**src/rtl/sddr_init_seq.sv**
```systemverilog
// DDR3 power-up sequencer: drives the reset-control register (0x0000) of the sddr
// control bus through four timed write steps, with ack-timeout protection.
module sddr_init_seq #(
  parameter int unsigned RESET_HOLD_CYCLES  = 10000,
  parameter int unsigned CKE_WAIT_CYCLES    = 25000,
  parameter int unsigned POST_CKE_CYCLES    = 16,
  parameter int unsigned ACK_TIMEOUT_CYCLES = 1024,
  parameter logic [31:0] FINAL_WORD         = 32'h0000_002B
) (
  input  logic        cpu_clock_i,
  input  logic        reset_n_i,
  input  logic        start_i,
  output logic        busy_o,
  output logic        done_o,
  output logic        error_o,
  output logic [1:0]  step_o,
  output logic        ctrl_cmd_valid,
  output logic [15:0] ctrl_cmd_address,
  output logic [31:0] ctrl_cmd_data,
  output logic        ctrl_cmd_write,
  input  logic        ctrl_cmd_ack,
  input  logic        ctrl_rsp_ready,
  input  logic [31:0] ctrl_rsp_data
);

  localparam int unsigned HOLD_N   = (RESET_HOLD_CYCLES == 0) ? 1 : RESET_HOLD_CYCLES;
  localparam int unsigned CKE_N    = (CKE_WAIT_CYCLES == 0) ? 1 : CKE_WAIT_CYCLES;
  localparam int unsigned POST_N   = (POST_CKE_CYCLES == 0) ? 1 : POST_CKE_CYCLES;
  localparam int unsigned TMO_N    = (ACK_TIMEOUT_CYCLES == 0) ? 1 : ACK_TIMEOUT_CYCLES;
  localparam int unsigned MAX_HC   = (HOLD_N > CKE_N) ? HOLD_N : CKE_N;
  localparam int unsigned MAX_WAIT = (MAX_HC > POST_N) ? MAX_HC : POST_N;
  localparam int unsigned WAIT_W   = $clog2(MAX_WAIT + 1);
  localparam int unsigned TMO_W    = $clog2(TMO_N + 1);
  localparam int unsigned STEP_W   = 2;

  localparam logic [WAIT_W-1:0] HOLD_LD   = WAIT_W'(HOLD_N);
  localparam logic [WAIT_W-1:0] CKE_LD    = WAIT_W'(CKE_N);
  localparam logic [WAIT_W-1:0] POST_LD   = WAIT_W'(POST_N);
  localparam logic [TMO_W-1:0]  TMO_LAST  = TMO_W'(TMO_N - 1);
  localparam logic [STEP_W-1:0] LAST_STEP = STEP_W'(3);

  typedef enum logic [2:0] {
    S_IDLE, S_REQ, S_SETTLE, S_WAIT, S_DONE, S_ERROR
  } state_e;

  state_e              state_q, state_d;
  logic [STEP_W-1:0]   step_q, step_d;
  logic [WAIT_W-1:0]   wait_q, wait_d;
  logic [TMO_W-1:0]    tmo_q, tmo_d;
  logic                valid_q, valid_d;
  logic [31:0]         data_q, data_d;
  logic                busy_q, busy_d;
  logic                done_q, done_d;
  logic                error_q, error_d;
  logic                to_error;

  // Register value written at each step: ddr/phy reset release, then cke+odt path.
  function automatic logic [31:0] step_word(input logic [STEP_W-1:0] s);
    case (s)
      2'd0:    step_word = 32'h0000_0000;
      2'd1:    step_word = 32'h0000_0003;
      2'd2:    step_word = 32'h0000_0023;
      default: step_word = FINAL_WORD;
    endcase
  endfunction

  function automatic logic [WAIT_W-1:0] wait_load(input logic [STEP_W-1:0] s);
    case (s)
      2'd0:    wait_load = HOLD_LD;
      2'd1:    wait_load = CKE_LD;
      default: wait_load = POST_LD;
    endcase
  endfunction

  always_ff @(posedge cpu_clock_i or negedge reset_n_i) begin
    if (!reset_n_i) begin
      state_q <= S_IDLE;
      step_q  <= '0;
      wait_q  <= '0;
      tmo_q   <= '0;
      valid_q <= 1'b0;
      data_q  <= '0;
      busy_q  <= 1'b0;
      done_q  <= 1'b0;
      error_q <= 1'b0;
    end else begin
      state_q <= state_d;
      step_q  <= step_d;
      wait_q  <= wait_d;
      tmo_q   <= tmo_d;
      valid_q <= valid_d;
      data_q  <= data_d;
      busy_q  <= busy_d;
      done_q  <= done_d;
      error_q <= error_d;
    end
  end

  always_comb begin
    state_d  = state_q;
    step_d   = step_q;
    wait_d   = wait_q;
    tmo_d    = tmo_q;
    valid_d  = valid_q;
    data_d   = data_q;
    busy_d   = busy_q;
    done_d   = done_q;
    error_d  = error_q;
    to_error = 1'b0;
    case (state_q)
      S_IDLE, S_DONE, S_ERROR: begin
        if (start_i) begin
          state_d = S_REQ;
          step_d  = '0;
          data_d  = step_word('0);
          valid_d = 1'b1;
          busy_d  = 1'b1;
          done_d  = 1'b0;
          error_d = 1'b0;
          tmo_d   = '0;
        end
      end
      S_REQ: begin
        if (ctrl_cmd_ack) begin
          state_d = S_SETTLE;
          valid_d = 1'b0;
          tmo_d   = '0;
        end else if (tmo_q == TMO_LAST) begin
          to_error = 1'b1;
        end else begin
          tmo_d = tmo_q + TMO_W'(1);
        end
      end
      // Ack re-rising means the responder's clock crossing has finished.
      S_SETTLE: begin
        if (ctrl_cmd_ack) begin
          if (step_q == LAST_STEP) begin
            state_d = S_DONE;
            busy_d  = 1'b0;
            done_d  = 1'b1;
          end else begin
            state_d = S_WAIT;
            wait_d  = wait_load(step_q);
          end
        end else if (tmo_q == TMO_LAST) begin
          to_error = 1'b1;
        end else begin
          tmo_d = tmo_q + TMO_W'(1);
        end
      end
      S_WAIT: begin
        if (wait_q <= WAIT_W'(1)) begin
          state_d = S_REQ;
          step_d  = step_q + STEP_W'(1);
          data_d  = step_word(step_q + STEP_W'(1));
          valid_d = 1'b1;
          tmo_d   = '0;
        end else begin
          wait_d = wait_q - WAIT_W'(1);
        end
      end
      default: state_d = S_IDLE;
    endcase
    if (to_error) begin
      state_d = S_ERROR;
      valid_d = 1'b0;
      busy_d  = 1'b0;
      error_d = 1'b1;
    end
  end

  logic unused_rsp_c;
  assign unused_rsp_c = ^{ctrl_rsp_ready, ctrl_rsp_data};

  assign busy_o           = busy_q;
  assign done_o           = done_q;
  assign error_o          = error_q;
  assign step_o           = step_q;
  assign ctrl_cmd_valid   = valid_q;
  assign ctrl_cmd_address = 16'h0000;
  assign ctrl_cmd_data    = data_q;
  assign ctrl_cmd_write   = valid_q;

endmodule

```
**config.mk**
```make
export PLATFORM = sky130hd
export DESIGN_NAME = sddr_init_seq
export DESIGN_NICKNAME = d
export VERILOG_FILES = /design/src/rtl/sddr_init_seq.sv
export SDC_FILE = /design/constraint.sdc
export NUM_CORES = 1
export LEC_CHECK = 0
export ABC_AREA = 1
export CORE_MARGIN = 2
export CORE_UTILIZATION = 30
export CTS_CLUSTER_SIZE = 20
export DETAILED_ROUTE_END_ITERATION = 10
export HOLD_SLACK_MARGIN = 0.02
export PLACE_DENSITY = 0.61
export SETUP_SLACK_MARGIN = 0.02
export SYNTH_ARGS = -nofsm -noshare
export SYNTH_HDL_FRONTEND = slang
export SYNTH_SLANG_ARGS = --single-unit
```
**constraint.sdc**
```tcl
create_clock -name cpu_clock_i -period 2.85 [get_ports cpu_clock_i]
set_clock_uncertainty 0.05 [all_clocks]
set_input_delay 0.57 -clock cpu_clock_i [delete_from_list [all_inputs] [get_ports cpu_clock_i]]
set_output_delay 0.57 -clock cpu_clock_i [all_outputs]
set_load 0.02 [all_outputs]
```
==> summary.txt <==
status - finished, final reports clean
Setup Buffers After CTS - 0
Syn Inst Count - 411
Synth Area in Simple Gates - 34.7%
WP buf/inv - 1
Seq cells post-synth - 37
crit start category - register
mux cell area share after synthesis - 0%
Synth-to-Final Area Change - 5.97%
Cell variety after synth - 35
Worst EP arrival - 1.43 ns
XOR/XNOR share of the synthesized area - 2.97%
Peak VDD IR - 501 uV
sequential element share of the synthesized area - 31.4%
Post-Syn Area - 2950 um^2
GRT overflow - 0
via count - 2336
Filler Cell Count - 1072
initial antenna violation count - 0
Worst-Skew Late Latency - 0.30 ns
initial DRC count - 78
Worst-path clk slew - 0.08 ns
Final Max Tran Viols - 0
endpoints failing setup - 0
period utilization - 71.8%
Slew @ Worst Pin - 0.892 ns
Critical Path Sink Type - output port
P per Cell Area - 1040 nW/um^2
final instance area - 3130 um^2
ANT nets after route - 0
Top FF cell, synth - dfrtp_1
Critical Path Slowest Stage Cell - clkdlybuf4s50_1
Avg Inst Size Synth - 7.18 um^2
CTS tree - done
Final Non-Filler Cells - 556
first-pass GRT wire length - 9810 um
Num CTS Buffers - 5
ant diodes - 0
share of layout cells above drive strength 1 - 8.75%
Nets - 467
Hold Path Class - input port to asynchronous set/reset pin
final core occ - 32.3%
die width - 103 um
Compound-Gate Fraction of Synth Area - 7.71%
delay-heaviest family, CP - buffers and inverters
CTS Buffer Depth - 2
largest net degree at the start of global routing - 38
Via density - 4.20
Clock Tree Root - clkbuf_8
Slew headroom - 40.5%
hold buffers post-CTS - 0
Static Leakage - 1.59 nW
Avg WL per Cell - 10.4 um
Die Y-Extent - 103 um
FP Rows - 36
register area - 926 um^2
total die area - 10700 um^2
maximum fanout along the worst path - 7
Slowest Stage Delay on Critical Path - 0.65 ns
core footprint - 9680 um^2
Max Freq - 0.489 GHz
I/O pins - 92
total length of routed wires - 5780 um
vias in the first global route - 2165
GRT Total Usage - 11.7%
critical path class - register to output port
number of synthesized flops with an enable pin - 0
DRC errors left - 0
yosys warns - 0
max-cap viol count - 0
crit-path cells - clkdlybuf4s50_1
DP Area - 3010 um^2
post-synthesis async set-or-reset flop share - 100%
Hold Vio Cnt, Final - 0
routability cong. - 0.783
adder-cell share of the synthesized area - 3.39%
Setup TNS - 0 ns
# resized after CTS - 0
DP HPWL - 4250 um
placed cells - 548
RSZ-0062 raised after global routing - false
main combinational cell family by area after synthesis - simple AND/OR/NAND/NOR gates
port bufs - 14
data required time of the critical path - 2.23 ns
Starting Density - 30.5%
minimum clock period - 2.05 ns
area of the multi-input gates - 1610 um^2
CTS H-tree depth - 2
clk sinks - 37
router iterations before antenna repair - 4
WHS - 0.332 ns
-- metrics by stage --
step	setup slack, ns	power (W)
global placement	0.534	0.00273
finish	0.805	0.00324
CTS	0.788	0.00328
global route	0.638	0.00357
floorplan	1.29	0.00245
detailed placement	0.516	0.00277
-- per-layer routing --
metal	track usage, %	vias up	routed length [um]
met5	0	-	0
met3	2.55	9	226
met1	15.0	1060	2780
met2	19.2	51	2670
met4	4.55	0	97
li1	-	1216	-
-- placed cells by master (no fill, tap or decap), drive strengths merged --
master / n
nand2: 123
nor2: 47
inv: 46
conb: 44
dfrtp: 37
nand3: 34
o21ai: 28
clkdlybuf4s50: 13
a21oi: 11
ha: 8
nand4: 7
clkbuf: 7
xor2: 6
xnor2: 4
nand3b: 1
clkinv: 1
o211ai: 1
o22ai: 1
o21bai: 1
o31ai: 1
bufinv: 1
buf: 1
-- flip-flops by register name, summed over array words and instances, names as in the netlist --
register	count
ctrl_cmd_data	2
ctrl_cmd_valid	1
error_o	1
wait_q	15
state_q	3
done_o	1
step_o	2
busy_o	1
tmo_q	11
-- final timing paths --
check | from | to | slack, ns | depth (start not counted)
max | step_o[0]$_DFFE_PN0P_ | step_o[0] | 0.80 | 1
min | reset_n_i | wait_q[11]$_DFFE_PN0P_ | 0.33 | 1
max reg2reg | state_q[2]$_DFFE_PN0P_ | wait_q[0]$_DFFE_PN0P_ | 0.82 | 8
min reg2reg | state_q[0]$_DFFE_PN0P_ | state_q[0]$_DFFE_PN0P_ | 0.42 | 2
max in group asynchronous | reset_n_i | wait_q[14]$_DFFE_PN0P_ | 1.85 | 1
min in group cpu_clock_i | state_q[0]$_DFFE_PN0P_ | state_q[0]$_DFFE_PN0P_ | 0.42 | 2
-- cell type report --
| type | instances | share of cell area [%] |
|---|---|---|
| Multi-Input combinational cell | 317 | 51.3 |
| Sequential cell | 37 | 29.6 |
| Inverter | 47 | 5.72 |
| Tap cell | 133 | 5.32 |
| Timing Repair Buffer | 14 | 4.32 |
| Clock buffer | 7 | 2.76 |
| Clock inverter | 1 | 0.960 |
-- synth_stat cells (2+ instances only) --
cell type / count / area [um^2]
inv_2: 3 / 11.3
buf_4: 47 / 353
o21ai_0: 11 / 55.1
a21oi_1: 11 / 55.1
o21ai_1: 16 / 80.1
nor2_2: 5 / 31.3
nand2_1: 114 / 428
dfrtp_1: 37 / 926
nand2_4: 5 / 56.3
nand2_2: 4 / 25.0
xnor2_1: 4 / 35.0
nand3_1: 29 / 145
nor2_4: 2 / 22.5
nand3_2: 2 / 20.0
nor2_1: 39 / 146
buf_2: 3 / 15.0
xor2_1: 6 / 52.6
nand4_1: 6 / 37.5
nand3_4: 3 / 52.6
inv_1: 42 / 158
ha_1: 8 / 100
-- worst register-to-register path: cells and delay by family (launching register included) --
family | cells | cell delay, ns
compound gates | 1 | 0.04
buf+inv | 2 | 0.39
flops | 1 | 0.44
simple gates | 5 | 1.00
-- kinds of logic (layout without fill, tap and decap cells) --
| family | Yosys count | count (layout) |
|---|---|---|
| other | 1 | 44 |
| buffers and inverters | 100 | 69 |
| adders and majority gates | 8 | 8 |
| DFF | 37 | 37 |
| AOI/OAI and AO/OA | 43 | 43 |
| xor gates and xnor gates | 10 | 10 |
| and+or+nand+nor | 212 | 212 |
-- power by group --
part	leakage (nW)	internal, W	switching [W]
clock	0.0585	0.000286	0.000207
sequential	0.476	0.000701	0.000180
combinational	1.06	0.000627	0.00124
total	1.59	0.00161	0.00163
Note: power is estimated with default switching activity, not from simulation.
